<file path="config.mk">
export PLATFORM = sky130hd
export DESIGN_NAME = panel_switch_conditioner
export DESIGN_NICKNAME = d
export VERILOG_FILES = /design/src/rtl/panel_switch_conditioner.sv
export SDC_FILE = /design/constraint.sdc
export NUM_CORES = 1
export LEC_CHECK = 0
export CAP_MARGIN = 20
export CORE_MARGIN = 2
export CORE_UTILIZATION = 50
export CTS_CLUSTER_SIZE = 28
export DETAILED_ROUTE_END_ITERATION = 8
export PLACE_DENSITY = 0.68
export SLEW_MARGIN = 40
export SYNTH_ARGS = -nofsm -noshare
export SYNTH_HDL_FRONTEND = slang
export SYNTH_SLANG_ARGS = --single-unit
</file>
<file path="constraint.sdc">
create_clock -name CLK -period 4.5 [get_ports CLK]
set_input_delay 0.675 -clock CLK [delete_from_list [all_inputs] [get_ports CLK]]
set_output_delay 0.675 -clock CLK [all_outputs]
set_load 0.1 [all_outputs]
</file>
<file path="src/rtl/panel_switch_conditioner.sv">
// Synchronises, debounces and classifies active-low panel buttons (short/long press).
// Pulses are registered, one CLK after the causing sample tick; no backpressure, events are never held.
module panel_switch_conditioner #(
  parameter int NBUT     = 2,
  parameter int TICK_DIV = 1024,
  parameter int DEB_CNT  = 8,
  parameter int LONG_CNT = 256
) (
  input  logic            CLK,
  input  logic            RESET,
  input  logic [NBUT-1:0] nBUT,
  output logic            tick,
  output logic [NBUT-1:0] level,
  output logic [NBUT-1:0] press,
  output logic [NBUT-1:0] release_pulse,
  output logic [NBUT-1:0] long_press,
  output logic [NBUT-1:0] short_press
);

  localparam int PW = $clog2(TICK_DIV);
  localparam int DW = $clog2(DEB_CNT + 1);
  localparam int HW = $clog2(LONG_CNT + 1);
  localparam logic [PW-1:0] P_LAST = PW'(TICK_DIV - 1);
  localparam logic [DW-1:0] D_LAST = DW'(DEB_CNT - 1);
  localparam logic [HW-1:0] H_LAST = HW'(LONG_CNT - 1);

  typedef enum logic [1:0] {IDLE, HELD, LONG} state_t;

  logic [PW-1:0]   pre;
  logic [NBUT-1:0] sync1, sync2;
  logic [NBUT-1:0] s;

  always_ff @(posedge CLK or posedge RESET) begin
    if (RESET) begin
      pre <= '0;
    end else if (pre == P_LAST) begin
      pre <= '0;
    end else begin
      pre <= pre + 1'b1;
    end
  end

  assign tick = (pre == P_LAST);

  // Sync chain carries the raw active-low value, so reset to 1 means "released".
  always_ff @(posedge CLK or posedge RESET) begin
    if (RESET) begin
      sync1 <= '1;
      sync2 <= '1;
    end else begin
      sync1 <= nBUT;
      sync2 <= sync1;
    end
  end

  assign s = ~sync2;

  for (genvar i = 0; i < NBUT; i++) begin : g_but
    logic [DW-1:0] dcnt, dcnt_nxt;
    logic [HW-1:0] hcnt, hcnt_nxt;
    logic          lvl_q, lvl_nxt;
    state_t        state, state_nxt;
    logic          pr_q, rl_q, lg_q, sh_q;
    logic          pr_nxt, rl_nxt, lg_nxt, sh_nxt;

    always_comb begin
      dcnt_nxt = dcnt;
      lvl_nxt  = lvl_q;
      if (tick) begin
        if (s[i] == lvl_q) begin
          dcnt_nxt = '0;
        end else if (dcnt == D_LAST) begin
          dcnt_nxt = '0;
          lvl_nxt  = ~lvl_q;
        end else begin
          dcnt_nxt = dcnt + 1'b1;
        end
      end
    end

    // A fall on the same tick that would complete the long count wins: it is a short press.
    always_comb begin
      state_nxt = state;
      hcnt_nxt  = hcnt;
      pr_nxt    = 1'b0;
      rl_nxt    = 1'b0;
      lg_nxt    = 1'b0;
      sh_nxt    = 1'b0;
      unique case (state)
        IDLE: begin
          if (lvl_nxt && !lvl_q) begin
            state_nxt = HELD;
            pr_nxt    = 1'b1;
          end
        end
        HELD: begin
          if (!lvl_nxt && lvl_q) begin
            state_nxt = IDLE;
            hcnt_nxt  = '0;
            rl_nxt    = 1'b1;
            sh_nxt    = 1'b1;
          end else if (tick && lvl_q) begin
            if (hcnt == H_LAST) begin
              state_nxt = LONG;
              lg_nxt    = 1'b1;
            end else begin
              hcnt_nxt = hcnt + 1'b1;
            end
          end
        end
        LONG: begin
          if (!lvl_nxt && lvl_q) begin
            state_nxt = IDLE;
            hcnt_nxt  = '0;
            rl_nxt    = 1'b1;
          end
        end
        default: begin
          state_nxt = IDLE;
          hcnt_nxt  = '0;
        end
      endcase
    end

    always_ff @(posedge CLK or posedge RESET) begin
      if (RESET) begin
        dcnt  <= '0;
        hcnt  <= '0;
        lvl_q <= 1'b0;
        state <= IDLE;
        pr_q  <= 1'b0;
        rl_q  <= 1'b0;
        lg_q  <= 1'b0;
        sh_q  <= 1'b0;
      end else begin
        dcnt  <= dcnt_nxt;
        hcnt  <= hcnt_nxt;
        lvl_q <= lvl_nxt;
        state <= state_nxt;
        pr_q  <= pr_nxt;
        rl_q  <= rl_nxt;
        lg_q  <= lg_nxt;
        sh_q  <= sh_nxt;
      end
    end

    assign level[i]         = lvl_q;
    assign press[i]         = pr_q;
    assign release_pulse[i] = rl_q;
    assign long_press[i]    = lg_q;
    assign short_press[i]   = sh_q;
  end

endmodule

</file>
* Yosys cells after proc, flatten, opt, wreduce, memory -nomap -nowiden
Cells that the tools add are included.
** Word-level totals
- Output and inout bits :: 11
- Bits in registers :: 54
** Operators by class
- Equality and inequality tests :: 21
- Bitwise logic cells :: 5
- Multiplexer cells :: 51
- Reduce and logical (&&, ||, !) cells :: 18
- $add $sub $neg :: 5
** Operator list (count)
- $mux 9 :: 8
- $pmux 9 s3 :: 2
- $mux 1 :: 24
- $mux 2 :: 10
- $add 9x1->9 const B :: 2
- $eq 9x8->1 const B :: 2
- $ne 3x3->1 const B :: 6
- $mux 4 :: 4
- $reduce_and 4->1 :: 4
- $pmux 2 s3 :: 2
- $add 10x1->10 const B :: 1
- $eq 10x10->1 const B :: 1
- $mux 10 :: 1
- $add 4x1->4 const B :: 2
- $eq 4x3->1 const B :: 2
- $ne 2x2->1 const B :: 4
- $logic_and 1x1->1 :: 6
- $eq 2x1->1 const B :: 2
- $eq 2x2->1 const B :: 2
- $logic_not 1->1 :: 4
- $logic_not 2->1 :: 2
- $not 1->1 :: 4
- $reduce_or 2->1 :: 2
- $eq 1x1->1 :: 2
- $not 2->2 :: 1

* Longest topological paths before layout
Gate-level depths: netlist of run 1.
- Depth after elaboration :: 8
- Depth in mapped cells :: 10

* Worst setup path after synthesis of run 1
Ideal clock, no wire load.
- Path kind :: reg2out
- Start :: reg pre[0]
- End :: out tick
- Cell stages (with the launch flop) :: 7
- Arrival :: 1.684 ns
- Setup slack :: 2.141 ns
- Cell sequence :: dfrtp_1 -> ha_1 -> and4_4 -> nand3_2 -> buf_6 -> inv_2 -> buf_2
** On the way
- Word-level cells in the longest chain between the ends :: 1
** Ends and longest elaborated chain
- from (decl) :: RTL line 29 : logic [PW-1:0] pre;
- from (signal assigned) :: RTL line 39 : pre <= pre + 1'b1;
- $eq 10x10->1 :: RTL line 43 : assign tick = (pre == P_LAST);
- to (decl) :: RTL line 12 : output logic tick,
Every way passes these cells.

* Worst setup path in the final report of run 1
Ends and elaborated chain as after synthesis.

==> metrics.csv, run 1 <==
metric;value;unit
Required @ worst endpoint;3830;ps
CP max FO;20;
critical path type;reg -> out;
largest cells by area after synthesis;dfrtp_1, ha_1, nand3_1;
Clock H-tree levels;2;
GR Util met2;27.8;%
die height;79.9;um
hold path start;sync1[0]$_DFF_PP1_;
drt first pass iters;4;
Avg Cell Area, Syn;9.64;um^2
critical path buffer and inverter count;2;
clock-pin slew on the worst setup and hold paths;100;ps
WHS Endpoint;sync2[0]$_DFF_PP1_;
RSZ-0062 raised after global routing;false;
Placed Area;2960;um^2
core area;5540;um^2
Resized cells post-CTS;0;
Post-synth EDFFs;0;
TritonCTS Buffers;5;
M1 GR Usage;26.4;%
RePlAce Congestion;0.897;
share of cells above drive strength 1;12.4;%
CP endpoint kind;primary output;
Slew @ Worst Pin;764;ps
Final ANT Viol Nets;0;
final setup skew;13.0;ps
post-CTS setup repair buffer count;0;
Bufs on Longest Clock Path;2;
sequential element share of the synthesized area;47.0;%
vias in the first global route;2052;
Slew HR;48.7;%
Worst R2R Setup Slack;1920;ps
crit-path cells;ha_1 -> and4_4 -> nand3_2 -> inv_2 -> buf_4;
Die Width;79.9;um
post-synth top area share;43.4;%
final hold viol count;0;
hpwl dp;3.79;mm
clock sinks;54;
Peak VDD IR;0.153;mV
final core occ;55.9;%
dominant synthesized flop cell;dfrtp_1;
Residual DRC;0;
status;finished clean;
final setup margin;1450;ps
Final setup viols;0;
Die ar.;6390;um^2
synthesized flop and latch total;54;
CP max-delay cell;inv_2;
critical path startpoint category;register;
# diodes;0;
Ys Warns;0;
worst reg2reg startpoint;g_but[1].hcnt[0]$_DFFE_PP0P_;
Post-Syn Area;2880;um^2
worst slack at placement;1780;ps
initial antenna violation count;0;
post-route cell area;3100;um^2
overflow left after global routing;0;
final wirelength;5.27;mm
DRT iter0 DRCs;93;
synthesized instance count;299;
CTS tree;built;
Ports;15;
Async SR Flop Fraction;100;%
via count;2125;
Area growth syn-to-layout;7.51;%
Post-Place Cells;370;
max cap viols;0;
gr usage total;18.5;%
most used routing layer;met2;
P per Cell Area;290;nW/um^2
fin crit period;3050;ps
worst endpoint data arrival time;2380;ps
Unique masters post-synth;49;
GR Layer Usage met3;4.07;%
Port Buf Inserts;14;
Hold Crit Depth;0;
max incr delay on CP;420;ps
largest net degree at the start of global routing;41;
row count;27;
setup TNS;0;ps
syn_nets;316;
post-synth top area cell;dfrtp_1;
initial core utilization;52.0;%
Hold WC Path Type;reg -> reg;
worst skew pair latency;320;ps
worst-case reg-to-reg path depth;9;
fin crit share;67.8;%
# hold bufs at CTS;0;
leak pwr;1.44;nW
Reg-to-Reg End;g_but[1].hcnt[7]$_DFFE_PP0P_;
Worst path depth;5;
vias per inst;5.62;
Avg WL per Cell;13.9;um
Finished Layout Cells;378;
first-pass GRT wire length;9.38;mm
FMAX;0.328;GHz
count of final max-slew check failures;0;
Nets;322;
CP delay by family, top;buffers and inverters;
clock root buffer master;clkbuf_8;
==> kinds of logic after synthesis <==
| kind of cell | after synthesis | share of synthesized area, % |
|---|---|---|
| AO/OA/AOI/OAI | 61 | 13.5 |
| adder cells (fa/ha/maj) | 13 | 5.64 |
| XOR/XNOR | 9 | 2.73 |
| flip-flops | 54 | 47.0 |
| AND/OR/NAND/NOR | 121 | 23.5 |
| multiplexers | 2 | 0.694 |
| buffers and inverters | 39 | 6.86 |
==> where the power goes <==
group / leakage [nW] / total, mW / switching, mW / internal [mW]
clock: 0.0714 / 0.393 / 0.156 / 0.237
combinational: 0.642 / 0.0154 / 0.0111 / 0.00437
sequential: 0.726 / 0.490 / 0.00189 / 0.488
total: 1.44 / 0.899 / 0.169 / 0.730
==> stage by stage <==
step	power, mW	hold slack (ps)
5_1_grt	0.927	352
6_report	0.899	344
3_3_place_gp	0.516	346
2_1_floorplan	0.509	345
4_1_cts	0.913	351
3_5_place_dp	0.516	347
==> flip-flops by register name, summed over array words and instances, names as in the netlist <==
| name | count |
|---|---|
| g_but.hcnt | 18 |
| pre | 10 |
| g_but.dcnt | 8 |
| g_but.state | 4 |
| g_but.lg_q | 2 |
| g_but.lvl_q | 2 |
| g_but.pr_q | 2 |
| g_but.rl_q | 2 |
| g_but.sh_q | 2 |
| sync1 | 2 |
| sync2 | 2 |
==> cells in the final DEF (no fill, tap or decap), types with 3 or more instances in the layout <==
master           instances
nor2_1                  19
clkbuf_8                 6
o21ai_0                 23
dfrtp_1                 50
a21oi_1                 11
xor2_1                   5
clkdlybuf4s50_1          3
nand4b_1                 4
nand3_1                 24
nand4_1                  4
ha_1                    13
xnor2_1                  4
buf_2                   10
a21o_1                  11
nor3_1                  10
dfstp_2                  4
nor4_1                   7
inv_1                   21
nor3b_1                  4
nand2_1                 23
and3_1                   6
==> synth_stat cells, types with 4 or more instances <==
cell type	n
dfstp_2	4
a21oi_1	11
nand4b_1	4
nor4_1	7
xor2_1	5
buf_4	11
ha_1	13
nand2_1	23
nor3_1	10
o21ai_0	23
inv_1	22
xnor2_1	4
and3_1	6
a21o_1	11
nor3b_1	4
nand4_1	4
nand3_1	24
nor2_1	19
dfrtp_1	50
==> layout make-up <==
type / count / area, um^2
clock buffer: 6 / 82.6
clock inverter: 2 / 60.1
fill: 503 / 2440
inverter: 23 / 86.3
multi-input combinational: 206 / 1330
sequential: 54 / 1360
tap: 72 / 90.1
timing repair buffer: 15 / 95.1
==> worst max-delay path by stage <==
stage / slack, ps / to / from
2_1_floorplan: 2140 / tick / pre[0]$_DFF_PP0_
3_3_place_gp: 1880 / tick / pre[0]$_DFF_PP0_
3_5_place_dp: 1780 / tick / pre[0]$_DFF_PP0_
4_1_cts: 1430 / tick / pre[0]$_DFF_PP0_
5_1_grt: 1310 / tick / pre[0]$_DFF_PP0_
6_report: 1450 / tick / pre[0]$_DFF_PP0_
==> metal layers <==
metal | share of wire (%) | up-vias
met5 | 0 | -
met4 | 1.2 | 0
met3 | 3.4 | 8
met2 | 46 | 41
met1 | 49 | 1011
li1 | - | 1065
Power figures use the tool's default switching activity.
==> run 2: changes to the inputs <==
Settings changed: PLACE_DENSITY 0.68 to 0.71.
Clock period 4.5 ns to 2.5 ns, I/O delays scaled along.
==> run 2 against run 1 <==
Total power is 66% higher. Final cell count grew 1.6%. Sequential power increased by 80%. Via count grew 3.6%. Combinational power rose by 93%. Non-clock buffer count is 6 higher. Critical path type unchanged.
==> metrics.csv, run 2 (synthesized netlist as in run 1, its figures left out) <==
metric;value;unit
status;finished clean;
post-route cell area;3150;um^2
initial core utilization;52.0;%
most frequent cells in the layout;dfrtp_1, nand3_1, nand2_1, o21ai_0, inv_1;
P per Cell Area;474;nW/um^2
final wirelength;5.48;mm
Nets;328;
worst skew pair latency;310;ps
clock-pin slew on the worst setup and hold paths;100;ps
part of the power in combinational logic;2.0;%
final core occ;56.8;%
Worst R2R Setup Slack;230;ps
final setup skew;14.9;ps
largest net degree at the start of global routing;20;
RePlAce Congestion;0.840;
DR top layer;met4;
sequential share of power;59.2;%
Bufs on Longest Clock Path;2;
gr usage total;18.8;%
DRT iter0 DRCs;138;
Residual DRC;0;
Slew @ Worst Pin;423;ps
fin crit period;2290;ps
met3 WL post-DR;151;um
max cap viols;0;
worst-case reg-to-reg path depth;9;
Area growth syn-to-layout;9.11;%
leak pwr;1.45;nW
clock power share;38.8;%
Post-Place Cells;376;
overflow left after global routing;0;
setup TNS;0;ps
clock root buffer master;clkbuf_8;
Ports;15;
vias per inst;5.73;
Resized cells post-CTS;0;
core area;5540;um^2
clock sinks;54;
Sw Share;20.3;%
# diodes;0;
filler cell count in the final layout;503;
CP endpoint kind;primary output;
Largest register FFs;18;
die height;79.9;um
Reg with most FFs;g_but.hcnt;
NetSw;303;uW
FMAX;0.437;GHz
critical path type;reg -> out;
CTS tree;built;
Finished Layout Cells;384;
Avg WL per Cell;14.3;um
RSZ-0062 raised after global routing;false;
worst reg2reg startpoint;g_but[1].hcnt[0]$_DFFE_PP0P_;
drt first pass iters;4;
Port Buf Inserts;14;
Clock H-tree levels;2;
fin crit share;91.5;%
Placed Area;3040;um^2
critical path startpoint category;register;
WHS;357;ps
Slew HR;71.6;%
Required @ worst endpoint;2120;ps
first-pass GRT wire length;9.38;mm
CP max FO;9;
hpwl dp;3.94;mm
Peak VDD IR;0.281;mV
Hold WC Path Type;in -> async;
top flop regs;g_but.hcnt: 18 flops, pre: 10 flops, g_but.dcnt: 8 flops;
share of cells above drive strength 1;13.5;%
final hold viol count;0;
# hold bufs at CTS;0;
Final ANT Viol Nets;0;
initial antenna violation count;0;
vias in the first global route;2096;
DRT met1 WL;2.62;mm
Final setup viols;0;
met2 WL;2.65;mm
count of final max-slew check failures;0;
TritonCTS Buffers;5;
row count;27;
Reg-to-Reg End;g_but[1].hcnt[7]$_DFFE_PP0P_;
Die Width;79.9;um
commonest non-fill, non-tap cell in the layout;dfrtp_1;
post-CTS setup repair buffer count;0;
via count;2201;
Die ar.;6390;um^2
Internal Pwr Total;1.19;mW
worst endpoint data arrival time;1910;ps
-- run 2: changes by cell type in the layout (fill, tap and decap cells not counted), sizes merged --
cell / before / now
buf: 12 / 18
bufinv: 2 / 1
clkbuf: 6 / 7
-- run 2: critical path, cell delays in order (launching register included) --
cell and delay [ps]:
dfrtp_1 390, ha_1 270, and4_4 280, nand3_2 220
inv_2 240, buf_12 200
-- run 2: metrics by stage --
stage	setup WS (ps)	power, mW
2_1_floorplan	247	0.916
3_3_place_gp	298	0.930
3_5_place_dp	235	0.931
4_1_cts	209	1.51
5_1_grt	97.2	1.55
6_report	213	1.49
-- run 2: cell type report --
cell class | instances | area, um^2 | area share (%)
inverters | 23 | 86.3 | 2.74
flip-flops and latches | 54 | 1360 | 43.1
multi-input cells | 206 | 1330 | 42.2
repair buffers | 21 | 178 | 5.65
clock buffers | 7 | 76.3 | 2.43
clock inverters | 1 | 30.0 | 0.955
well taps | 72 | 90.1 | 2.86
-- run 2: worst max path at each step --
stage,end,start,cells past startpoint
CTS,tick,pre[0]$_DFF_PP0_,5
detailed placement,g_but[1].hcnt[7]$_DFFE_PP0P_,g_but[1].hcnt[0]$_DFFE_PP0P_,9
global placement,g_but[1].hcnt[7]$_DFFE_PP0P_,g_but[1].hcnt[0]$_DFFE_PP0P_,9
global route,tick,pre[0]$_DFF_PP0_,5
floorplan,g_but[1].hcnt[7]$_DFFE_PP0P_,g_but[1].hcnt[0]$_DFFE_PP0P_,9
finish,tick,pre[0]$_DFF_PP0_,5
-- run 2: metal layers --
metal / global-route usage (%) / vias up
met2: 31.8 / 34
met1: 24.0 / 1086
met4: 5.93 / 0
li1: - / 1075
met3: 4.07 / 6
met5: 0 / -
-- run 2: power groups by stage --
stage	logic, mW	clock network (mW)	registers, mW
floorplan	0.0177	0	0.898
global placement	0.0311	0	0.899
detailed placement	0.0314	0	0.899
CTS	0.0315	0.599	0.882
global route	0.0349	0.633	0.883
finish	0.0297	0.579	0.882
==> run 3: changes to the inputs <==
Settings changed: SKIP_LAST_GASP set to 1.
==> results of run 3 <==
No change in the layout: final DEF, timing and power equal those of run 2.
